==> src/rtl/branch_predictor.sv <==
// Direct-mapped branch target buffer with saturating-counter direction prediction and perf counters.
// Latency: lookup is combinational (0 cycles); updates become visible on the cycle after their edge.
// Backpressure: none; every update_valid pulse is consumed in the cycle it is presented.
module branch_predictor #(
    parameter int ADDR_W  = 32,
    parameter int ENTRIES = 16,
    parameter int CTR_W   = 2,
    parameter int STAT_W  = 32
) (
    input  logic              clock,
    input  logic              reset,
    input  logic [ADDR_W-1:0] lookup_pc,
    output logic              pred_hit,
    output logic              pred_taken,
    output logic [ADDR_W-1:0] pred_target,
    input  logic              update_valid,
    input  logic [ADDR_W-1:0] update_pc,
    input  logic              update_taken,
    input  logic [ADDR_W-1:0] update_target,
    input  logic              update_pred_taken,
    input  logic [ADDR_W-1:0] update_pred_target,
    output logic              mispredict,
    output logic [STAT_W-1:0] branch_count,
    output logic [STAT_W-1:0] mispredict_count
);

    localparam int IDX_W = $clog2(ENTRIES);
    localparam int TAG_W = ADDR_W - IDX_W - 2;

    // Counter constants: weakly taken is the MSB alone, weakly not-taken sits just below it.
    localparam int unsigned WT_I = 1 << (CTR_W - 1);
    localparam logic [CTR_W-1:0] CTR_MAX = '1;
    localparam logic [CTR_W-1:0] CTR_WT  = CTR_W'(WT_I);
    localparam logic [CTR_W-1:0] CTR_WNT = CTR_W'(WT_I - 1);

    typedef struct packed {
        logic              valid;
        logic [TAG_W-1:0]  tag;
        logic [ADDR_W-1:0] target;
        logic [CTR_W-1:0]  ctr;
    } entry_t;

    // Flop-based storage so a single reset cycle clears every entry.
    entry_t btb_q [ENTRIES];

    logic [IDX_W-1:0] lk_idx;
    logic [TAG_W-1:0] lk_tag;
    entry_t           lk_ent;

    logic [IDX_W-1:0] up_idx;
    logic [TAG_W-1:0] up_tag;
    entry_t           up_ent;
    entry_t           up_next;
    logic             up_hit;
    logic             up_write;

    // Word-alignment bits of the update PC carry no information for the table.
    logic unused_update_pc_bits;
    assign unused_update_pc_bits = ^update_pc[1:0];

    assign lk_idx = lookup_pc[IDX_W+1:2];
    assign lk_tag = lookup_pc[ADDR_W-1:IDX_W+2];
    assign up_idx = update_pc[IDX_W+1:2];
    assign up_tag = update_pc[ADDR_W-1:IDX_W+2];

    // Same-cycle lookup reads the registered table only, so a concurrent update is never bypassed.
    always_comb begin
        lk_ent      = btb_q[lk_idx];
        pred_hit    = lk_ent.valid && (lk_ent.tag == lk_tag);
        pred_taken  = pred_hit && lk_ent.ctr[CTR_W-1];
        pred_target = pred_taken ? lk_ent.target : (lookup_pc + ADDR_W'(4));
    end

    // A resolved transfer disagrees with its carried prediction on direction, or on target when taken.
    assign mispredict = update_valid &&
                        ((update_pred_taken != update_taken) ||
                         (update_taken && (update_pred_target != update_target)));

    // Next value of the addressed entry: train on hit, allocate only taken misses.
    always_comb begin
        up_ent   = btb_q[up_idx];
        up_hit   = up_ent.valid && (up_ent.tag == up_tag);
        up_next  = up_ent;
        up_write = 1'b0;
        if (update_valid) begin
            if (up_hit) begin
                up_write = 1'b1;
                if (update_taken) begin
                    if (up_ent.ctr != CTR_MAX) begin
                        up_next.ctr = up_ent.ctr + CTR_W'(1);
                    end
                    up_next.target = update_target;
                end else if (up_ent.ctr != '0) begin
                    up_next.ctr = up_ent.ctr - CTR_W'(1);
                end
            end else if (update_taken) begin
                up_write       = 1'b1;
                up_next.valid  = 1'b1;
                up_next.tag    = up_tag;
                up_next.target = update_target;
                up_next.ctr    = CTR_WT;
            end
        end
    end

    // Table and perf counter state; reset wins over a same-cycle update.
    always_ff @(posedge clock) begin
        if (reset) begin
            for (int i = 0; i < ENTRIES; i++) begin
                btb_q[i].valid  <= 1'b0;
                btb_q[i].tag    <= '0;
                btb_q[i].target <= '0;
                btb_q[i].ctr    <= CTR_WNT;
            end
            branch_count     <= '0;
            mispredict_count <= '0;
        end else begin
            if (up_write) begin
                btb_q[up_idx] <= up_next;
            end
            if (update_valid) begin
                branch_count <= branch_count + STAT_W'(1);
            end
            if (mispredict) begin
                mispredict_count <= mispredict_count + STAT_W'(1);
            end
        end
    end

endmodule

==> config.mk <==
export PLATFORM = sky130hd
export DESIGN_NAME = branch_predictor
export DESIGN_NICKNAME = d
export VERILOG_FILES = /design/src/rtl/branch_predictor.sv
export SDC_FILE = /design/constraint.sdc
export NUM_CORES = 2
export LEC_CHECK = 0
export CORE_AREA = 2 2 307 309
export DETAILED_ROUTE_END_ITERATION = 6
export DIE_AREA = 0 0 309 311
export PLACE_DENSITY = 0.78
export REMOVE_ABC_BUFFERS = 1
export SETUP_SLACK_MARGIN = 0.4
export SYNTH_ARGS = -nofsm -noshare
export SYNTH_HDL_FRONTEND = slang
export SYNTH_SLANG_ARGS = --single-unit
==> constraint.sdc <==
create_clock -name clock -period 8.4 [get_ports clock]
set_input_delay 2.1 -clock clock [delete_from_list [all_inputs] [get_ports clock]]
set_output_delay 2.1 -clock clock [all_outputs]
set_load 0.02 [all_outputs]
# Yosys cells after proc, flatten, opt, wreduce, memory -nomap -nowiden
# Memory sizes are Yosys's and may differ from the RTL's.
# Cells that the tools add are included.
# totals
register_bits,64
ram_bits,976
input_bits,133
out_inout_bits,99
elab_cells,41
mem_count,1
# classes
n_addsub,5
eq_ne,5
muxes,20
n_reduce_logical,8
# mem_list
memory,words,width,rd,rd_clocked_by_memory_dff,write_ports,line,source
btb_q,16,61,2,0,16,44,entry_t btb_q [ENTRIES];
# op_table
cell,count
2-to-1 mux 61 bit,3
"adder 32 x 1 -> 32 bit, second input constant",2
2-to-1 mux 32 bit,2
OR reduction 61 bit,1
== test 26 bit,2
2-to-1 mux 34 bit,1
"adder 32 x 3 -> 32 bit, second input constant",1
!= test 32 bit,1
2-to-1 mux 27 bit,1
2-to-1 mux 1 bit,9
2-to-1 mux 2 bit,3
logical AND 1 bit,5
2-to-1 mux 4 bit,1
"adder 2 x 1 -> 2 bit, second input constant",1
"!= test 2 bit, second input constant",1
nonzero test 2 bit,1
"subtractor 2 x 1 -> 2 bit, second input constant",1
logical OR 1 bit,1
!= test 1 bit,1

# Depth between registers and ports, before layout
# An unclocked memory read counts as a cell.
# logic_depth
word_depth,10
depth_mapped,16

# Worst setup path before layout
# OpenSTA, ideal clock, no wires.
# synth_path
path_type,input to output
startpoint,input port lookup_pc[2]
endpoint,output port pred_target[2]
arrival_ps,6280
t_required_ps,6300
slack_ps,20
stages,13
n_path_buf,5
cell_sequence,buf_2 -> buf_2 -> buf_1 -> mux4_2 -> a211oi_1 -> a21oi_1 -> xnor2_1 -> nand4_1 -> nor4_1 -> and2_1 -> buf_2 -> buf_2 -> mux2i_1
# synth_between
elab_chain_len,5
elab_cells_between_ends,6
classes_between,add/sub: 1; eq/ne: 1; mux: 1; reduce/logical: 2; memory: 1
# synth_rtl
item,line,source
from (decl),12,"input logic [ADDR_W-1:0] lookup_pc,"
memory read (16 x 61 bit) (*),n/a,
== test 26 bit,69,pred_hit = lk_ent.valid && (lk_ent.tag == lk_tag);
logical AND 1 bit (*),69,
via pred_hit,13,"output logic pred_hit,"
logical AND 1 bit (*),70,pred_taken = pred_hit && lk_ent.ctr[CTR_W-1];
via pred_taken,14,"output logic pred_taken,"
2-to-1 mux 32 bit (*),71,pred_target = pred_taken ? lk_ent.target : (lookup_pc + ADDR_W'(4));
to (decl),15,"output logic [ADDR_W-1:0] pred_target,"
# Mark *: on every way through the listed nets, which the timed path passes. The rest lies on a longest branch.

# Final worst setup path
# layout_path
startpoint,input port lookup_pc[2]
endpoint,output port pred_target[30]
# layout_between
elab_chain_len,5
elab_cells_between_ends,6
classes_between,add/sub: 1; eq/ne: 1; mux: 1; reduce/logical: 2; memory: 1
# layout_rtl
item,line
memory read (16 x 61 bit),n/a
== test 26 bit,69
logical AND 1 bit,69
logical AND 1 bit,70
2-to-1 mux 32 bit (*),71
# Every way passes the cells marked *; elsewhere a longest branch is shown, timed or not.

==> flow_summary.ini <==
[floorplanning]
die_w_um = 309
core_mm2 = 0.09277
die_h_um = 311
num_rows = 112
dieArea_mm2 = 0.09610
io_pins = 232
start_util = 0.5969

[synth]
ys.warnings.count = 0
yosysMostFrequentCell = edfxtp_1
synth_top_area_cell = edfxtp_1
yosysSeqAreaShare = 0.5524
netlist_top_cells_count = 976 x edfxtp_1, 634 x nor2_1, 522 x mux4_2, 382 x a21oi_1, 236 x clkbuf_1
synth_top_area_share = 0.5292
syn_avg_cell_area_um2 = 14.02
syn_inst = 3951
async_flop_share = 0
synth_area_leaders = edfxtp_1 53%, mux4_2 21%, nor2_1 4.3%
synth_seq_cells = 1040
synth_edf_count = 976
syn_area_mm2 = 0.05538
synth.distinct_cells = 64
ys.flop_type = edfxtp_1

[sta]
rsz0062_at_grt = false
finalCritPeriodShare = 0.9573
relSlewSlack = 0.08076
setup_violations = 0
hold_viol = 0
timing.fmax_mhz = 124.4
worst_pin_slew_ns = 1.379
finClkSkew_ns = 0.03144
fin_crit_ns = 8.041
maxSlewViolCount = 0

[pwr]
finalPower_uw = 12350
power_density_mw_per_mm2 = 195.1
irDropWorstVdd_uv = 170.6
power.static_leakage_uw = 0.02205

[critical_path]
criticalPathCategory = input port to output pin
cp-start-kind = input port
critPathRequiredTime_ns = 6.30
crit_arrival_ns = 5.94
cp-end-kind = output pin
crit_fanout = 13

[cts]
cts_tree = built
clockBufferDepth = 3
htree_levels = 3
numCtsBuffers = 106
cts_num_sinks = 1040
clk_pin_slew_ns = 0.06
clock_latency_ns = 0.71
cts_root_buffer = clkbuf_16

[routing]
drc = 0
vias_per_cell = 7.407
drtAntennaViolNets = 0
dr.pass1.iters = 7
wl_per_cell_um = 35.05
drt-initial-drc-count = 6909
vias = 40260
wirelength_um = 190500

[grt]
grtUsageTotal = 0.3972
grt_max_degree = 104
antenna_found_initial = 12
grt_pass1_wl_um = 273100
grt_pass1_vias = 40270
grt.overflow.total = 0

[finish]
drive_above_1_share = 0.2340
fin_area_mm2 = 0.06329
area_growth_pct = 14.30
fill_cells = 6305
num-nets-final = 4228

[placed_design]
port_buffers = 229
gp_congestion = 0.9997
dpl.hpwl_um = 111400
placed_cell_area_mm2 = 0.05984

[flow_run]
maxCapViolCount = 0

[worst_hold_path]
worstHoldPathType = flip-flop to flip-flop

[outcome]
status = completed
-- metrics by stage --
stage	setup WS, ns	instances	util	hold slack (ns)	setup TNS (ns)
global placement	0.1865	5236	0.6450	0.4820	0
detailed placement	0.1955	5236	0.6450	0.4963	0
floorplan	-0.6073	3571	-	0.5598	-222.27
global route	0.3989	5431	0.6822	0.5327	0
finish	0.3589	5435	0.6823	0.5087	0
CTS	0.4056	5427	0.6816	0.5121	0
-- routing by layer --
metal  GRT usage  up-vias  part of all wire
met5           0        -           0.00024
met4      0.2503        8             0.078
met3      0.1367      931              0.17
met2      0.5806     3980              0.44
met1      0.5112    19680              0.31
li1            -    15660                 -
-- critical path, stage by stage --
cell           delay (ns)
buf_12               0.17
buf_12               0.18
mux4_2               0.50
mux2i_1              0.18
mux2i_1              0.22
xor2_1               0.25
nor4_1               0.39
nand3_1              0.26
nor4_4               0.40
and2_4               0.28
buf_12               0.19
mux2_2               0.42
dlygate4sd2_1        0.35
-- worst paths after layout --
| path | slack [ns] | startpoint | cells after the start | end |
|---|---|---|---|---|
| min | 0.51 | branch_count[26] | 2 | branch_count[26] |
| max | 0.36 | lookup_pc[2] | 13 | pred_target[30] |
| min reg2reg | 0.51 | branch_count[26] | 2 | branch_count[26] |
| max reg2reg | 3.37 | btb_q[10][49] | 11 | btb_q[12][33] |
-- where the power goes --
group	internal [µW]	switching (µW)	leakage, µW
Sequential	5840	102	0.0106
Clock	2680	2060	0.00167
Combinational	662	1010	0.00980
Total	9180	3170	0.0220
-- cell usage in the layout (no fill, tap or decap), types with 20 or more instances in the layout --
cell and count:
a21oi_1 382, and3_1 37, buf_12 41, buf_4 145
clkbuf_1 22, clkbuf_16 109, clkdlybuf4s50_1 188, dfxtp_1 64
dlygate4sd2_1 29, edfxtp_1 976, inv_1 35, mux2_2 59
mux2i_1 148, mux4_2 522, nand2_1 110, nand3_1 67
nand4_1 29, nor2_1 632, nor3_1 87, o21ai_0 35
o22ai_1 20, xnor2_1 87, xor2_1 77
-- kinds of logic after synthesis --
group,synth area share
compound gates,0.05296
xor+xnor,0.02594
fa+ha+maj,0.0006779
buf+inv,0.03156
flops,0.5524
mux,0.2518
simple gates,0.08471
-- registers in the layout (all words and copies together), names as in the netlist --
register and flops:
btb_q 976, branch_count 32, mispredict_count 32
-- layout make-up --
| class | count | area, µm² | area share |
|---|---|---|---|
| Antenna cell | 6 | 15.01 | 0.0002372 |
| Clock buffer | 138 | 2907 | 0.04592 |
| Clock inverter | 53 | 501.7 | 0.007927 |
| Inverter | 37 | 141.4 | 0.002234 |
| Multi-Input combinational cell | 2494 | 23380 | 0.3695 |
| Sequential cell | 1040 | 30590 | 0.4833 |
| Tap cell | 1254 | 1569 | 0.02479 |
| Timing Repair Buffer | 413 | 4185 | 0.06612 |
-- what timing repair did --
item                                    in CTS  in global routing
setup buffers                                0                  0
endpoints found under the setup margin      31                 32
hold buffers                                 0                  0
gates resized for setup                     34                  7
pin swaps                                    1                  1
hold endpoints to repair                     0                  0
(Power assumes the default switching activity.)
